**src/rtl/exec_stage.sv**
```systemverilog
// Execute/writeback stage: single-cycle ALU plus a MUL_LAT-deep multiply pipe
// sharing one writeback/wakeup broadcast port (multiply has priority).
module exec_stage #(
    parameter int MUL_LAT = 3,
    parameter int DATA_W  = 32,
    parameter int TAG_W   = 6
) (
    input  logic              clk,
    input  logic              reset,
    input  logic              issue_valid,
    output logic              issue_ready,
    input  logic [4:0]        issue_opcode,
    input  logic [TAG_W-1:0]  issue_dest_prf,
    input  logic [DATA_W-1:0] src1_data,
    input  logic [DATA_W-1:0] src2_data,
    output logic              wb_valid,
    output logic [TAG_W-1:0]  wb_dest_prf,
    output logic [DATA_W-1:0] wb_data,
    output logic [15:0]       stall_cnt
);

    localparam logic [4:0] OP_ADD = 5'b00001;
    localparam logic [4:0] OP_SUB = 5'b00010;
    localparam logic [4:0] OP_MUL = 5'b00011;
    localparam logic [4:0] OP_AND = 5'b00100;
    localparam logic [4:0] OP_OR  = 5'b00101;
    localparam logic [4:0] OP_XOR = 5'b00110;
    localparam logic [4:0] OP_SLL = 5'b00111;
    localparam logic [4:0] OP_SRL = 5'b01000;

    logic              alu_v_q, alu_v_d;
    logic [TAG_W-1:0]  alu_dest_q, alu_dest_d;
    logic [DATA_W-1:0] alu_res_q, alu_res_d;

    logic [MUL_LAT-1:0] mul_v_q, mul_v_d;
    logic [TAG_W-1:0]   mul_tag_q [MUL_LAT];
    logic [TAG_W-1:0]   mul_tag_d [MUL_LAT];
    logic [DATA_W-1:0]  mul_data_q [MUL_LAT];
    logic [DATA_W-1:0]  mul_data_d [MUL_LAT];

    logic [15:0]       stall_cnt_q, stall_cnt_d;
    logic              mul_out_v;
    logic              accept;
    logic              is_mul;
    logic              ready_next;
    logic [DATA_W-1:0] alu_calc;
    logic [DATA_W-1:0] mul_calc;

    assign mul_out_v   = mul_v_q[MUL_LAT-1];
    assign issue_ready = !(alu_v_q && mul_out_v);
    assign is_mul      = (issue_opcode == OP_MUL);
    assign accept      = issue_valid && issue_ready;
    assign mul_calc    = src1_data * src2_data;
    assign stall_cnt   = stall_cnt_q;

    always_comb begin
        alu_calc = '0;
        case (issue_opcode)
            OP_ADD:  alu_calc = src1_data + src2_data;
            OP_SUB:  alu_calc = src1_data - src2_data;
            OP_AND:  alu_calc = src1_data & src2_data;
            OP_OR:   alu_calc = src1_data | src2_data;
            OP_XOR:  alu_calc = src1_data ^ src2_data;
            OP_SLL:  alu_calc = src1_data << src2_data[4:0];
            OP_SRL:  alu_calc = src1_data >> src2_data[4:0];
            default: alu_calc = '0;
        endcase
    end

    always_comb begin
        mul_v_d       = {mul_v_q[MUL_LAT-2:0], accept && is_mul};
        mul_tag_d[0]  = issue_dest_prf;
        mul_data_d[0] = mul_calc;
        for (int i = 1; i < MUL_LAT; i++) begin
            mul_tag_d[i]  = mul_tag_q[i-1];
            mul_data_d[i] = mul_data_q[i-1];
        end

        // ALU register drains when it wins the port, holds when MUL wins.
        alu_v_d    = alu_v_q && mul_out_v;
        alu_dest_d = alu_dest_q;
        alu_res_d  = alu_res_q;
        if (accept && !is_mul) begin
            alu_v_d    = 1'b1;
            alu_dest_d = issue_dest_prf;
            alu_res_d  = alu_calc;
        end

        // Counting against next-cycle readiness makes the count already
        // include the stalled cycle while it is being observed.
        ready_next  = !(alu_v_d && mul_v_d[MUL_LAT-1]);
        stall_cnt_d = stall_cnt_q;
        if (!ready_next && stall_cnt_q != 16'hFFFF) begin
            stall_cnt_d = stall_cnt_q + 16'd1;
        end
    end

    always_comb begin
        wb_valid    = 1'b0;
        wb_dest_prf = '0;
        wb_data     = '0;
        if (mul_out_v) begin
            wb_valid    = 1'b1;
            wb_dest_prf = mul_tag_q[MUL_LAT-1];
            wb_data     = mul_data_q[MUL_LAT-1];
        end else if (alu_v_q) begin
            wb_valid    = 1'b1;
            wb_dest_prf = alu_dest_q;
            wb_data     = alu_res_q;
        end
    end

    always_ff @(posedge clk or negedge reset) begin
        if (!reset) begin
            alu_v_q     <= 1'b0;
            alu_dest_q  <= '0;
            alu_res_q   <= '0;
            mul_v_q     <= '0;
            stall_cnt_q <= '0;
            for (int i = 0; i < MUL_LAT; i++) begin
                mul_tag_q[i]  <= '0;
                mul_data_q[i] <= '0;
            end
        end else begin
            alu_v_q     <= alu_v_d;
            alu_dest_q  <= alu_dest_d;
            alu_res_q   <= alu_res_d;
            mul_v_q     <= mul_v_d;
            stall_cnt_q <= stall_cnt_d;
            for (int i = 0; i < MUL_LAT; i++) begin
                mul_tag_q[i]  <= mul_tag_d[i];
                mul_data_q[i] <= mul_data_d[i];
            end
        end
    end

endmodule

```
**config.mk**
```make
export PLATFORM = sky130hd
export DESIGN_NAME = exec_stage
export DESIGN_NICKNAME = d
export VERILOG_FILES = /design/src/rtl/exec_stage.sv
export SDC_FILE = /design/constraint.sdc
export NUM_CORES = 2
export LEC_CHECK = 0
export ABC_AREA = 1
export CORE_MARGIN = 1.5
export CORE_UTILIZATION = 35
export CTS_BUF_LIST = sky130_fd_sc_hd__clkbuf_4
export DETAILED_ROUTE_END_ITERATION = 6
export PLACE_DENSITY = 0.48
export SLEW_MARGIN = 10
export SYNTH_ARGS = -nofsm -noshare
export SYNTH_HDL_FRONTEND = slang
export SYNTH_SLANG_ARGS = --single-unit
export TNS_END_PERCENT = 50
```
**constraint.sdc**
```tcl
create_clock -name clk -period 2.45 [get_ports clk]
set_input_delay 0.49 -clock clk [delete_from_list [all_inputs] [get_ports clk]]
set_output_delay 0.49 -clock clk [all_outputs]
set_load 0.03 [all_outputs]
```
# [After elaboration in Yosys (flattened, before gate mapping)]
# Cells that the tools add are included.
[totals] out_inout_bits=56 word_cells=45 in_bits=78 ff_bits=172
[op_classes] multipliers=1 reduce_logical=8 shifts=2 n_bitwise=3 add_sub_neg=3 eq_ne=9 mux=8
[op_table] op="$pmux W32 S7" count=1
[op_table] op="$mux W32" count=2
[op_table] op="$add A32 B32 Y32" count=1
[op_table] op="$and A32 B32 Y32" count=1
[op_table] op="$mul A32 B32 Y32" count=1
[op_table] op="$or A32 B32 Y32" count=1
[op_table] op="$shl A32 B5 Y32" count=1
[op_table] op="$shr A32 B5 Y32" count=1
[op_table] op="$sub A32 B32 Y32" count=1
[op_table] op="$xor A32 B32 Y32" count=1
[op_table] op="$eq A5 B3 Y1 const B" count=4
[op_table] op="$add A16 B1 Y16 const B" count=1
[op_table] op="$ne A16 B16 Y1 const B" count=1
[op_table] op="$mux W6" count=2
[op_table] op="$eq A5 B2 Y1 const B" count=2
[op_table] op="$logic_and A1 B1 Y1" count=6
[op_table] op="$eq A5 B1 Y1 const B" count=1
[op_table] op="$eq A5 B4 Y1 const B" count=1
[op_table] op="$mux W1" count=3
[op_table] op="$logic_not A1 Y1" count=2

# [Longest topological paths before layout]
[logic_depth] ltp_word=7 ltp_mapped=35 ltp_nobuf=32

# [Least setup slack after synthesis]
# Ideal clock, no wire load.
[synth_timing] path_type="input to register" start="input port src2_data[2]" end="register mul_data_q (netlist bit mul_data_d[61])" path_stages=29 arrival_time_ns=6.997 path_buffers=5 setup_ns=0.079 setup_slack_ns=-4.626 cell_sequence="buf_2 clkbuf_1 buf_2 buf_2 buf_1 nand2_1 inv_1 fa_1 inv_1 fa_1 fa_1 fa_1 inv_1 fa_1 inv_1 fa_1 inv_1 fa_1 fa_1 ha_1 nand2_1 nor2_1 inv_1 nor3_1 nand3_1 nand3_1 a21oi_1 o21ai_0 xor2_1"
[synth_via] elab_chain_cells=1
[synth_rtl] item="start: declaration" line="15" source="input logic [DATA_W-1:0] src2_data,"
[synth_rtl] item="$mul A32 B32 Y32" line="53" source="assign mul_calc = src1_data * src2_data;"
[synth_rtl] item="via mul_calc[29]" line="47" source="logic [DATA_W-1:0] mul_calc;"
[synth_rtl] item="end signal: indexed assignment" line="132" source="mul_data_q[i] <= mul_data_d[i];"
[synth_rtl] item="end: declaration" line="38" source="logic [DATA_W-1:0] mul_data_q [MUL_LAT];"
# The timed path passes the listed nets, and every way through them passes these cells.
# A chain may end at the register's enable or synchronous reset.

# [Worst setup path after layout]
[layout_timing] start="input port src2_data[18]" end="register mul_data_q (netlist bit mul_data_d[63])"
# The elaborated chain is that of the path after synthesis.

==> impl_metrics.tcl <==
set metrics [dict create \
    r2r_start "stall_cnt[0]" \
    seqCellArea_sq_mm 0.00430 \
    rsz0062_at_grt "true" \
    clock_latency_ns 0.67 \
    yosys_register_bits 172 \
    nets 5739 \
    netlist_area_sq_mm 0.0298 \
    core_area_sq_mm 0.0840 \
    startpoint "src2_data[18]" \
    grt_pass1_wl_microns 193000 \
    rr_endpoint "stall_cnt[15]" \
    fin_hold_ws_ns 0.302 \
    worstSetupEndpointType "flop" \
    pin_count 134 \
    fillCellCount 8212 \
    synth_area_leaders "fa_1 (28%), nand2_1 (16%), dfrtp_1 (14%)" \
    ys.flop_type "dfrtp_1" \
    setup_ws_ns -3.43 \
    period_needed_ns 5.88 \
    netlist.area_leader.share 0.275 \
    synth_cells 4146 \
    yosysWarnings 0 \
    cts_tree "done" \
    postRouteAntennaNets 0 \
    worstRegToRegCells 15 \
    post_drt_via_cell_ratio 4.81 \
    violations "design-rule violations, negative setup slack" \
    num_rows 106 \
    max_freq_mhz 170 \
    wl_microns 130000 \
    hold_class "in -> reg" \
    dieHeight_microns 295 \
    grt_overflow 0 \
    synth_area_per_cell_sq_um 7.18 \
    synth_top_cell_by_area "fa_1" \
    cp-start-kind "primary input" \
    hpwl_microns 100000 \
    vias 29800 \
    place.port_buffers 133 \
    critPathRequiredTime_ns 3.04 \
    cap_violations 0 \
    clk_pin_slew_ns 0.18 \
    critical_path_class "in -> reg" \
    critPathArrivalTime_ns 6.47 \
    fin_skew_ns 0.0308 \
    fp.dieW_microns 295 \
    run_status "complete, but fails checks" \
    path_max_fanout 6 \
    first_pass_iters 7 \
    drive_above_1_share 0.319 \
    antenna_found_initial 8 \
    cts.sinks 172 \
    worstSetupEndpoint "mul_data_d[63]" \
    grt_max_degree 80 \
    synth.distinct_cells 58 \
    hold_viol_final 0 \
    seq_area_frac_synth 0.145 \
    yosysMostFrequentCell "nand2_1" \
    period_share 2.40 \
    first_global_vias 30200 \
    multiInputGateArea_sq_mm 0.0238 \
    track_usage 0.303 \
    cts_buffer_depth 2 \
    synthTopCellsByCount "nand2_1 (1248), inv_1 (935), fa_1 (409)" \
    post_drt_wl_per_cell_microns 21.0 \
    regToRegSetupSlack_ns 0.49 \
    h-tree-depth 4 \
    numCtsBuffers 17 \
    place.gp.congestion 0.973 \
    worst_slew_pin_slew_ns 0.532 \
    syn_to_final_growth_pct 46.3 \
    drt-initial-drc-count 2067 \
    ctsRootBufferMaster "clkbuf_4" \
    finalSetupViolations 56 \
    route.detailed.drc 7 \
    slew_violations 0 \
    synthArstFlopShare 1.00 \
    maxSlewHeadroom 0.641 \
    synth_edf_count 0 \
    start_util 0.355 \
    die_area_sq_mm 0.0868 \
    mappedNetlistNets 4854 \
]
-- sequential cells by signal, indices dropped and copies added (netlist names) --
register	flops
alu_dest_q	6
alu_res_q	32
alu_v_q	1
mul_data_d	64
mul_data_q	32
mul_tag_d	12
mul_tag_q	6
mul_v_q	3
stall_cnt	16
-- critical path: stages --
cell and delay, ns:
clkdlybuf4s15_2 0.36, nand2_1 0.11, fa_1 0.49, inv_1 0.06, fa_1 0.53, inv_1 0.06
fa_1 0.58, inv_2 0.06, fa_1 0.49, inv_1 0.06, fa_1 0.55, fa_1 0.47
fa_1 0.52, inv_1 0.05, fa_2 0.57, ha_4 0.24, a21oi_4 0.14, o21ai_2 0.09
a21oi_2 0.10, o21ai_1 0.08, nor2_2 0.20, inv_1 0.07, nand2_1 0.06, nand2_1 0.04
-- routing by layer --
layer	up-vias	track usage	routed length, microns
li1	14200	-	-
met1	14500	0.402	56700
met2	864	0.497	59600
met3	210	0.0357	6600
met4	0	0.131	6760
met5	-	0	0
-- layout make-up --
cell class              instances  area share
clock buffers                  17     0.00293
clock inverters                15     0.00414
diodes                          1   0.0000575
multi-input cells            2832       0.548
repair buffers               1065       0.232
inverters                     943      0.0817
well taps                    1134      0.0326
flip-flops and latches        172      0.0988
-- cell usage in the layout (no fill, tap or decap), types with 64 or more instances in the layout --
| cell | Yosys | routed |
|---|---|---|
| nand2_1 | 1248 | 1132 |
| inv_1 | 935 | 850 |
| buf_4 | 5 | 756 |
| fa_1 | 409 | 344 |
| dfrtp_1 | 172 | 172 |
| nand3_1 | 180 | 146 |
| ha_1 | 221 | 144 |
| o21ai_0 | 191 | 143 |
| nor2_1 | 161 | 116 |
| buf_6 | 4 | 108 |
| nand2_2 | 6 | 93 |
| inv_2 | 4 | 84 |
| buf_12 | 0 | 82 |
| ha_4 | 0 | 70 |
| fa_2 | 0 | 65 |
| a21oi_1 | 114 | 64 |
-- worst min-delay path by stage --
stage	cells after the start	slack, ns	end	from
finish	1	0.30	mul_tag_d[9]	issue_dest_prf[3]
global route	1	0.26	mul_tag_d[9]	issue_dest_prf[3]
CTS	1	0.23	mul_tag_d[9]	issue_dest_prf[3]
detailed placement	0	0.33	mul_data_q[0]	mul_data_d[0]
global placement	0	0.33	mul_data_q[1]	mul_data_d[1]
floorplan	0	0.19	alu_dest_q[0]	reset
-- through the flow --
stage                     area [sq um]  setup TNS (ns)  instances  worst slack, ns   util
after floorplan                  30300         -111.28       4146            -4.04      -
after global placement           38200         -175.28       5956            -4.78  0.455
after detailed placement         38200         -175.84       5956            -4.80  0.455
after CTS                        42600          -94.40       6154            -3.34  0.507
after global routing             43600         -102.24       6179            -3.52  0.519
final                            43600          -96.95       6179            -3.43  0.519
-- kinds of logic (layout without fill, tap and decap cells) --
logic type / Yosys count / after routing / synth area share
compound gates: 431 / 431 / 0.0823
xor+xnor: 89 / 89 / 0.0262
fa+ha+maj: 630 / 630 / 0.368
buf+inv: 1142 / 2040 / 0.148
flops: 172 / 172 / 0.145
mux: 5 / 5 / 0.00168
other cells: 0 / 1 / 0
simple gates: 1677 / 1677 / 0.229
-- repair_timing --
action	4_1_cts	5_1_grt
cloned	22	0
pin swaps	280	215
hold buffers	1	0
endpoints found under the hold margin	48	0
gates resized for setup	792	327
buffers inserted	150	43
setup endpoints to repair	83	82
Power is left out: the tool's default activity adds up to more than one toggle a clock period on the data nets, which glitch-free logic cannot reach.
